<file path="src/rtl/scr1_pipe_vwb.sv">
// Vector writeback assembler: packs LANES lane beats into one vector MPRF write.
// Scalar EXU writes share the port and always win. Optional: SCR1_VWB_HAZARD_EN.
module scr1_pipe_vwb #(
  parameter int unsigned LANES  = 4,
  parameter int unsigned XLEN   = 32,
  parameter int unsigned ADDR_W = 5
) (
  input  logic                    clk,
  input  logic                    rst,
  input  logic                    flush,
  input  logic                    cmd_valid,
  output logic                    cmd_ready,
  input  logic [ADDR_W-1:0]       cmd_rd_addr,
  input  logic                    in_valid,
  output logic                    in_ready,
  input  logic [XLEN-1:0]         in_data,
  input  logic                    exu_w_req,
  input  logic [ADDR_W-1:0]       exu_rd_addr,
  input  logic [XLEN-1:0]         exu_rd_data,
  output logic                    mprf_w_req,
  output logic [ADDR_W-1:0]       mprf_rd_addr,
  output logic                    mprf_rd_is_vector,
  output logic [LANES*XLEN-1:0]   mprf_rd_data,
  output logic                    busy,
`ifdef SCR1_VWB_HAZARD_EN
  input  logic [ADDR_W-1:0]       rs1_addr,
  input  logic [ADDR_W-1:0]       rs2_addr,
  output logic                    hazard,
`endif
  output logic                    done
);

  localparam int unsigned CNT_W = (LANES > 1) ? $clog2(LANES) : 1;
  localparam logic [CNT_W-1:0] CNT_LAST = CNT_W'(LANES - 1);

  typedef enum logic [1:0] {
    ST_IDLE,
    ST_FILL,
    ST_COMMIT
  } state_t;

  state_t                       state_q;
  logic [CNT_W-1:0]             cnt_q;
  logic [LANES-1:0][XLEN-1:0]   buf_q;
  logic [ADDR_W-1:0]            rd_q;
  logic                         done_q;
  logic                         commit_fire;

  // The commit retires only when the port is free and no flush kills it.
  assign commit_fire = (state_q == ST_COMMIT) && !exu_w_req && !flush;

  always_ff @(posedge clk or posedge rst) begin
    if (rst) begin
      state_q <= ST_IDLE;
      cnt_q   <= '0;
      buf_q   <= '0;
      rd_q    <= '0;
      done_q  <= 1'b0;
    end else begin
      done_q <= 1'b0;
      if (flush) begin
        state_q <= ST_IDLE;
        cnt_q   <= '0;
      end else begin
        case (state_q)
          ST_IDLE: begin
            if (cmd_valid) begin
              rd_q    <= cmd_rd_addr;
              cnt_q   <= '0;
              state_q <= ST_FILL;
            end
          end
          ST_FILL: begin
            if (in_valid) begin
              buf_q[cnt_q] <= in_data;
              if (cnt_q == CNT_LAST) begin
                cnt_q   <= '0;
                state_q <= ST_COMMIT;
              end else begin
                cnt_q <= cnt_q + CNT_W'(1);
              end
            end
          end
          ST_COMMIT: begin
            if (!exu_w_req) begin
              state_q <= ST_IDLE;
              done_q  <= 1'b1;
            end
          end
          default: state_q <= ST_IDLE;
        endcase
      end
    end
  end

  assign cmd_ready = (state_q == ST_IDLE);
  assign in_ready  = (state_q == ST_FILL);
  assign busy      = (state_q != ST_IDLE);
  assign done      = done_q;

  // x0 destination still retires, but never reaches the register file.
  always_comb begin
    mprf_w_req        = 1'b0;
    mprf_rd_addr      = '0;
    mprf_rd_is_vector = 1'b0;
    mprf_rd_data      = '0;
    if (exu_w_req) begin
      mprf_w_req              = 1'b1;
      mprf_rd_addr            = exu_rd_addr;
      mprf_rd_data[XLEN-1:0]  = exu_rd_data;
    end else if (commit_fire && (rd_q != '0)) begin
      mprf_w_req        = 1'b1;
      mprf_rd_is_vector = 1'b1;
      mprf_rd_addr      = rd_q;
      mprf_rd_data      = buf_q;
    end
  end

`ifdef SCR1_VWB_HAZARD_EN
  assign hazard = busy && (rd_q != '0) && ((rs1_addr == rd_q) || (rs2_addr == rd_q));
`endif

endmodule

</file>
<file path="config.mk">
export PLATFORM = sky130hd
export DESIGN_NAME = scr1_pipe_vwb
export DESIGN_NICKNAME = d
export VERILOG_FILES = /design/src/rtl/scr1_pipe_vwb.sv
export SDC_FILE = /design/constraint.sdc
export NUM_CORES = 1
export LEC_CHECK = 0
export CORE_ASPECT_RATIO = 1.1
export CORE_UTILIZATION = 45
export DETAILED_ROUTE_END_ITERATION = 16
export PLACE_DENSITY_LB_ADDON = 0.3
export SETUP_SLACK_MARGIN = 0.5
export SLEW_MARGIN = 15
export SYNTH_ARGS = -nofsm -noshare
export SYNTH_HDL_FRONTEND = slang
export SYNTH_SLANG_ARGS = --single-unit
export TNS_END_PERCENT = 10
</file>
<file path="constraint.sdc">
create_clock -name clk -period 5.55 [get_ports clk]
set_input_delay 0.555 -clock clk [delete_from_list [all_inputs] [get_ports clk]]
set_output_delay 0.555 -clock clk [all_outputs]
set_load 0.005 [all_outputs]
</file>
== Word level (Yosys, flattened, before mapping) ==
Index checks and enable logic that the tools add are counted.

* Register bits after elaboration: 138
* Input bits: 80
* Output and inout bits: 139
* Logic and storage cells: 58

* Add/sub/neg operators: 1
* $lt $le $gt $ge: 2
* Equality and inequality tests: 7
* Mux-type cells: 25
* Bitwise gates (word level): 1
* Reduce and logical (&&, ||, !) cells: 14

{| class="wikitable"
|+ Operators by type and width
! kind !! number
|-
| $bwmux 128 || 1
|-
| $mux 128 || 1
|-
| $mux 96 || 1
|-
| $demux 32 s2 || 1
|-
| $mux 32 || 2
|-
| $mux 2 || 9
|-
| $mux 5 || 2
|-
| $ne 3x3->1 const B || 3
|-
| $reduce_and 3->1 || 3
|-
| $mux 1 || 6
|-
| $pmux 2 s3 || 1
|-
| $reduce_bool 5->1 || 1
|-
| $eq 2x2->1 const B || 2
|-
| $logic_and 1x1->1 || 4
|-
| $pmux 2 s2 || 1
|-
| $reduce_and 4->1 || 1
|-
| $lt 2x3->1 const B || 1
|-
| $ne 3x2->1 const B || 1
|-
| $reduce_bool 3->1 || 1
|-
| $add 2x1->2 const B || 1
|-
| $eq 2x1->1 const B || 1
|-
| $ge 2x1->1 const B || 1
|-
| $logic_not 1->1 || 2
|-
| $logic_not 2->1 || 1
|-
| 2 further kinds || 2
|}

== Logic depth before layout (Yosys ltp) ==
Gate-level depths: netlist of the first run.

* Depth after elaboration: 6
* Gate-level depth with buffers: 6
* Gate-level depth less buffers: 4

== Worst setup path after synthesis of the first run ==
No wires, ideal clock.

* Path type: input-to-output
* From: input exu_w_req
* To: output mprf_rd_data[10]
* Arrival: 1567 ps
* Data required time: 4995 ps
* Path slack: 3428 ps
* Stages: 5
* Buffers on the path: 2
* Cell sequence: nor4b_4 o21a_2 buf_6 buf_6 a22o_1

* Word-level cells in the longest chain between the ends: 6

{| class="wikitable"
|+ Ends and longest elaborated chain
! what !! RTL line !! source
|-
| start, declared || 17 || <nowiki>input logic exu_w_req,</nowiki>
|-
| $logic_not 1->1 || - ||
|-
| $logic_and 1x1->1 (2 in a row) || 50 || <nowiki>assign commit_fire = (state_q == ST_COMMIT) && !exu_w_req && !flush;</nowiki>
|-
| $logic_and 1x1->1 || 111 || <nowiki>end else if (commit_fire && (rd_q != '0)) begin</nowiki>
|-
| $mux 128 || 111 ||
|-
| $mux 32 * || 107 || <nowiki>if (exu_w_req) begin</nowiki>
|-
| end, declared || 23 || <nowiki>output logic [LANES*XLEN-1:0] mprf_rd_data,</nowiki>
|}

Every way passes the cells marked *; elsewhere a longest branch is shown, timed or not.

== Final worst setup path of the first run ==
* From: input flush
* To: output mprf_rd_data[120]

* Word-level cells in the longest chain between the ends: 5

{| class="wikitable"
|+ Ends and longest elaborated chain
! what !! RTL line !! source
|-
| start, declared || 10 || <nowiki>input logic flush,</nowiki>
|-
| $logic_not 1->1 || 50 ||
|-
| $logic_and 1x1->1 || 50 ||
|-
| $logic_and 1x1->1 || 111 ||
|-
| $mux 128 || 111 ||
|-
| $mux 96 || 107 ||
|}

No other way between the ends.

==> results.sh, run 1 <==
export IMPL_status="complete, no violations"
export IMPL_synth_compound_area_share=0.05569
export IMPL_synth_commonest_cells="138 x dfrtp_1, 133 x mux2_2, 96 x and2_1, 37 x a22o_1, 12 x buf_2"
export IMPL_finalCriticalPeriod_ns=3.835
export IMPL_tightest_slew_ns=0.9420
export IMPL_ys_seq_elements=138
export IMPL_dieHeight_um=126.5
export IMPL_dieArea_um2=14560
export IMPL_path_clk_slew_ns=0.06
export IMPL_grt_use_total=0.2245
export IMPL_yosysTopAreaCell="dfrtp_1"
export IMPL_clk_path_buf_depth=2
export IMPL_vias_per_cell=5.073
export IMPL_hold_end="buf_q[87]"
export IMPL_leakagePower_uw=0.004163
export IMPL_maxSlewViolCount=0
export IMPL_r2r_end="buf_q[61]"
export IMPL_drtIter0Drc=127
export IMPL_cts_max_level=4
export IMPL_p_sw_uw=593.6
export IMPL_hold_class="register to register"
export IMPL_clk_latency_ns=0.40
export IMPL_finalPower_uw=2702
export IMPL_r2r_setup_slack_ns=3.44
export IMPL_end_kind="output port"
export IMPL_ys_seq_area_frac=0.5450
export IMPL_cts_made_buffers=17
export IMPL_post_cts_setup_buffer_count=0
export IMPL_critical_path_required_ns=4.99
export IMPL_synth_area_um2=6336
export IMPL_internal_power_uw=2109
export IMPL_root_buffer="clkbuf_16"
export IMPL_drive_above_1_share=0.2587
export IMPL_maxCapViolations=0
export IMPL_yosys_area_share_simple=0.1153
export IMPL_core_area_um2=13790
export IMPL_drt_pass1_iterations=6
export IMPL_finalClockSkew_ns=0.008444
export IMPL_grt_max_degree=131
export IMPL_fin_util=0.6683
export IMPL_synth_top_area_share=0.5450
export IMPL_maxSlewHeadroom=0.3698
export IMPL_seq_power_share=0.443
export IMPL_synthXorXnorAreaFrac=0
export IMPL_r2r_cells=3
export IMPL_rows=45
export IMPL_yosys_warnings=0
export IMPL_overflow=0
export IMPL_synthCells=467
export IMPL_routedWlPerCell_um=17.63
export IMPL_cts_sinks=138
export IMPL_ys_types=27
export IMPL_hold_buffers=0
export IMPL_synth_most_common_cell="dfrtp_1"
export IMPL_peakVddDrop_mv=0.1587
export IMPL_cts_resized=0
export IMPL_grt_pass1_vias=4760
export IMPL_powerDensity_nw_per_um2=293.1
export IMPL_die_w_um=115.1
export IMPL_synth_avg_cell_area_um2=13.57
export IMPL_fin_crit_sh=0.6910
export IMPL_fin_tns_setup_ns=0
export IMPL_vias=4444
export IMPL_wirelength_um=15450
export IMPL_worstPathMaxFanout=71
export IMPL_p_clk_frac=0.455
export IMPL_antenna_found_initial=0
export IMPL_setup_ws_ns=1.715
export IMPL_synth_top_family_by_area="multiplexers"
export IMPL_fmax_ghz=0.2607
export IMPL_boundaryPins=219
export IMPL_synth_mux_area_frac=0.2380
export IMPL_dp_hpwl_um=10300
export IMPL_crit_arrival_ns=3.28
export IMPL_async_flop_share=1.000
export IMPL_drc=0
export IMPL_worstSetupPathType="input pin to output port"
export IMPL_pre_cts_ws_ns=1.608
export IMPL_finalSetupViolCount=0
export IMPL_hold_path_startpoint="buf_q[87]"
export IMPL_globalplace_congestion=0.7439
export IMPL_final_antenna_net_count=0
export IMPL_rsz0062_at_grt="false"
export IMPL_synthTopCellsByArea="dfrtp_1 55%, mux2_2 24%, and2_1 9.5%"
export IMPL_swShare=0.2196
export IMPL_num_nets_final=759
export IMPL_start_util=0.4593
export IMPL_diodes=0
export IMPL_io_buffers=218
export IMPL_synth_edff_count=0
export IMPL_synth_nets=551
export IMPL_ys_flop_type="dfrtp_1"
export IMPL_fillerInstances=1036
export IMPL_cts_tree="done"
export IMPL_hold_viol=0
export IMPL_min_path_cells=1
export IMPL_p_comb_frac=0.101
export IMPL_grt_pass1_wl_um=24990
export IMPL_synthToLayoutAreaGrowth_pct=45.50
export IMPL_start_kind="input pin"
export IMPL_regToRegStartpoint="state_q[0]"
export IMPL_synthAdderAreaFrac=0.007899
export IMPL_holdWs_ns=0.4963
flip-flops by register name, summed over array words and instances, names as in the netlist:
register / cells
state_q: 2
done: 1
buf_q: 128
rd_q: 5
cnt_q: 2
per-layer routing:
layer,up-vias,GRT usage,wire length (µm),part of all wire
li1,2057,-,-,-
met1,2238,0.2632,6229,0.40
met2,130,0.4057,8350,0.54
met3,19,0.03631,609,0.039
met4,0,0.09015,256,0.017
met5,-,0,0,0
layout make-up:
| type | instances | area, µm² | area share |
|---|---|---|---|
| multi-input cells | 294 | 2658 | 0.2883 |
| inverters | 4 | 20.02 | 0.002172 |
| flip-flops and latches | 138 | 3453 | 0.3746 |
| clock buffers | 18 | 429.2 | 0.04655 |
| well taps | 188 | 235.2 | 0.02552 |
| clock inverters | 14 | 219.0 | 0.02375 |
| repair buffers | 220 | 2205 | 0.2391 |
layout by cell type (no fill, tap or decap), types with 2 or more instances in the layout:
cell type | Yosys | routed
a22o_1 | 37 | 37
and2_1 | 96 | 96
bufinv_16 | 0 | 5
clkbuf_16 | 0 | 17
clkdlybuf4s50_1 | 0 | 217
clkinv_2 | 0 | 2
clkinv_4 | 0 | 2
clkinvlp_4 | 0 | 2
dfrtp_1 | 138 | 138
ha_1 | 4 | 4
inv_1 | 4 | 3
inv_6 | 0 | 4
mux2_2 | 133 | 133
nand2_1 | 7 | 3
nand2_2 | 0 | 4
nor2_1 | 2 | 2
o31ai_1 | 2 | 2
or2_2 | 2 | 2
worst max path at each step:
| stage | startpoint | end | slack, ns | cells after the start |
|---|---|---|---|---|
| floorplan | rst | buf_q[0] | 1.30 | 1 |
| global placement | flush | mprf_rd_data[120] | 1.70 | 5 |
| detailed placement | flush | mprf_rd_data[127] | 1.61 | 5 |
| CTS | flush | mprf_rd_data[120] | 1.58 | 5 |
| global route | flush | mprf_rd_data[120] | 1.56 | 6 |
| finish | flush | mprf_rd_data[120] | 1.71 | 6 |
kinds of logic after synthesis:
logic type	after synthesis
compound gates	41
fa+ha+maj	4
buf+inv	35
flops	138
mux	134
simple gates	115
power groups by stage:
stage / combinational (µW) / clock [µW] / sequential (µW)
after global routing: 299 / 1300 / 1210
final: 274 / 1230 / 1200
after global placement: 263 / 0 / 1210
after CTS: 279 / 1250 / 1200
after detailed placement: 277 / 0 / 1210
after floorplan: 154 / 0 / 1180
critical path, cell delays in order:
cell and delay (ns):
clkdlybuf4s50_1 0.56, nor4b_4 0.49, o21a_4 0.62, buf_12 0.30
and2_1 0.20, clkdlybuf4s50_1 0.50
through the flow:
step | instances | cell area (µm²)
after global routing | 876 | 9219
after detailed placement | 843 | 8551
final | 876 | 9219
after floorplan | 467 | 6336
after CTS | 875 | 9199
after global placement | 843 | 8551
(Power assumes the default switching activity.)
==> inputs of run 2 (changes only) <==
==> constraint.sdc (replaced) <==
create_clock -name clk -period 3.9 [get_ports clk]
set_input_delay 0.39 -clock clk [delete_from_list [all_inputs] [get_ports clk]]
set_output_delay 0.39 -clock clk [all_outputs]
set_load 0.005 [all_outputs]
==> run 2 against run 1 <==
Against the previous run: register-to-register slack got worse by 1.7 ns; design area rose by 0.46%; worst hold slack got worse by 0.30 ns; clock-buffer cell count rose by 7; combinational power rose by 43%; critical path depth did not move; sequential power rose by 43%; clock skew fell by 0.0032 ns; critical endpoint is now mprf_rd_data[4].
==> results.sh, run 2 (same netlist as run 1, synthesis figures left out) <==
export IMPL_cts_sinks=138
export IMPL_dp_hpwl_um=10930
export IMPL_worstPathMaxFanout=19
export IMPL_grt_pass1_wl_um=25360
export IMPL_rsz0062_at_grt="false"
export IMPL_clk_path_buf_depth=2
export IMPL_tightest_slew_ns=1.008
export IMPL_drtIter0Drc=141
export IMPL_finalSetupViolCount=0
export IMPL_final_antenna_net_count=0
export IMPL_globalplace_congestion=0.7836
export IMPL_fmax_ghz=0.3274
export IMPL_grt_pass1_vias=4935
export IMPL_core_area_um2=13790
export IMPL_maxSlewHeadroom=0.3282
export IMPL_peakVddDrop_mv=0.2815
export IMPL_cts_tree="done"
export IMPL_drt_pass1_iterations=5
export IMPL_hold_viol=0
export IMPL_drc=0
export IMPL_finalCriticalPeriod_ns=3.055
export IMPL_fin_crit_sh=0.7832
export IMPL_fillerInstances=1046
export IMPL_dieArea_um2=14560
export IMPL_routedWlPerCell_um=18.29
export IMPL_holdWs_ns=0.1969
export IMPL_r2r_cells=3
export IMPL_regToRegStartpoint="state_q[0]"
export IMPL_rows=45
export IMPL_hold_class="input pin to asynchronous set/reset pin"
export IMPL_cp_startpoint="flush"
export IMPL_boundaryPins=219
export IMPL_synthToLayoutAreaGrowth_pct=46.17
export IMPL_cts_max_level=4
export IMPL_clk_latency_ns=0.41
export IMPL_status="complete, no violations"
export IMPL_r2r_setup_slack_ns=1.76
export IMPL_fin_tns_setup_ns=0
export IMPL_cts_resized=0
export IMPL_final_common_cell="clkdlybuf4s50_1"
export IMPL_largest_register_ff_count=128
export IMPL_finalClockSkew_ns=0.005199
export IMPL_root_buffer="clkbuf_16"
export IMPL_end_kind="output port"
export IMPL_regArea_um2=3453
export IMPL_maxCapViolations=0
export IMPL_maxSlewViolCount=0
export IMPL_antenna_found_initial=0
export IMPL_start_kind="input pin"
export IMPL_regMostFlops="buf_q"
export IMPL_die_w_um=115.1
export IMPL_grt_use_total=0.2312
export IMPL_wirelength_um=16150
export IMPL_cts_made_buffers=17
export IMPL_vias=4479
export IMPL_final_cell_mix="217 x clkdlybuf4s50_1, 138 x dfrtp_1, 133 x mux2_2"
export IMPL_post_cts_setup_buffer_count=0
export IMPL_crit_arrival_ns=2.66
export IMPL_critical_path_required_ns=3.51
export IMPL_reg_largest_list="buf_q x128, rd_q x5"
export IMPL_r2r_end="buf_q[51]"
export IMPL_start_util=0.4593
export IMPL_drive_above_1_share=0.2647
export IMPL_path_clk_slew_ns=0.05
export IMPL_hold_buffers=0
export IMPL_num_nets_final=766
export IMPL_powerDensity_nw_per_um2=407.0
export IMPL_io_buffers=218
export IMPL_grt_max_degree=80
export IMPL_worstSetupPathType="input pin to output port"
export IMPL_leakagePower_uw=0.004198
export IMPL_vias_per_cell=5.072
export IMPL_dieHeight_um=126.5
export IMPL_diodes=0
export IMPL_overflow=0
export IMPL_multi_input_area_um2=2666
## run 2: how the worst max path moves through the flow
stage                                   end
final                       mprf_rd_data[4]
after floorplan                    buf_q[0]
after global routing      mprf_rd_data[120]
after CTS                  mprf_rd_data[33]
after detailed placement   mprf_rd_data[33]
after global placement    mprf_rd_data[101]
## run 2: power breakdown
group	switching [µW]	internal (µW)	total (µW)	leakage [µW]
clock network	561	1100	1660	0.000313
logic	137	256	393	0.00206
registers	106	1610	1710	0.00183
total	804	2970	3770	0.00420
## run 2: worst max-delay path: stages
cell,delay [ns]
clkdlybuf4s50_1,0.56
nor4b_4,0.41
buf_4,0.21
o21a_2,0.38
a22o_1,0.19
clkdlybuf4s50_1,0.51
## run 2: layer usage
layer	up-vias	GRT usage	share of wire
met2	130	0.4079	0.53
met5	-	0	0
met3	33	0.05017	0.043
li1	2055	-	-
met4	0	0.1161	0.031
met1	2261	0.2620	0.40
## run 2: per-stage QoR
stage / power [µW] / worst slack, ns / utilization / cells / instance area, µm²
finish: 3770 / 0.8454 / 0.6714 / 883 / 9261
global route: 3918 / 0.7416 / 0.6714 / 883 / 9261
CTS: 3799 / 0.6430 / 0.6697 / 880 / 9238
detailed placement: 2130 / 0.6406 / 0.6243 / 848 / 8612
global placement: 2102 / 0.7421 / 0.6243 / 848 / 8612
floorplan: 1905 / 1.789 / - / 467 / 6340
## run 2: layout make-up
type,instances,area share
Timing Repair Buffer,226,0.2443
Multi-Input combinational cell,295,0.2879
Tap cell,188,0.02540
Sequential cell,138,0.3729
Clock inverter,7,0.01189
Clock buffer,25,0.05566
Inverter,4,0.002026
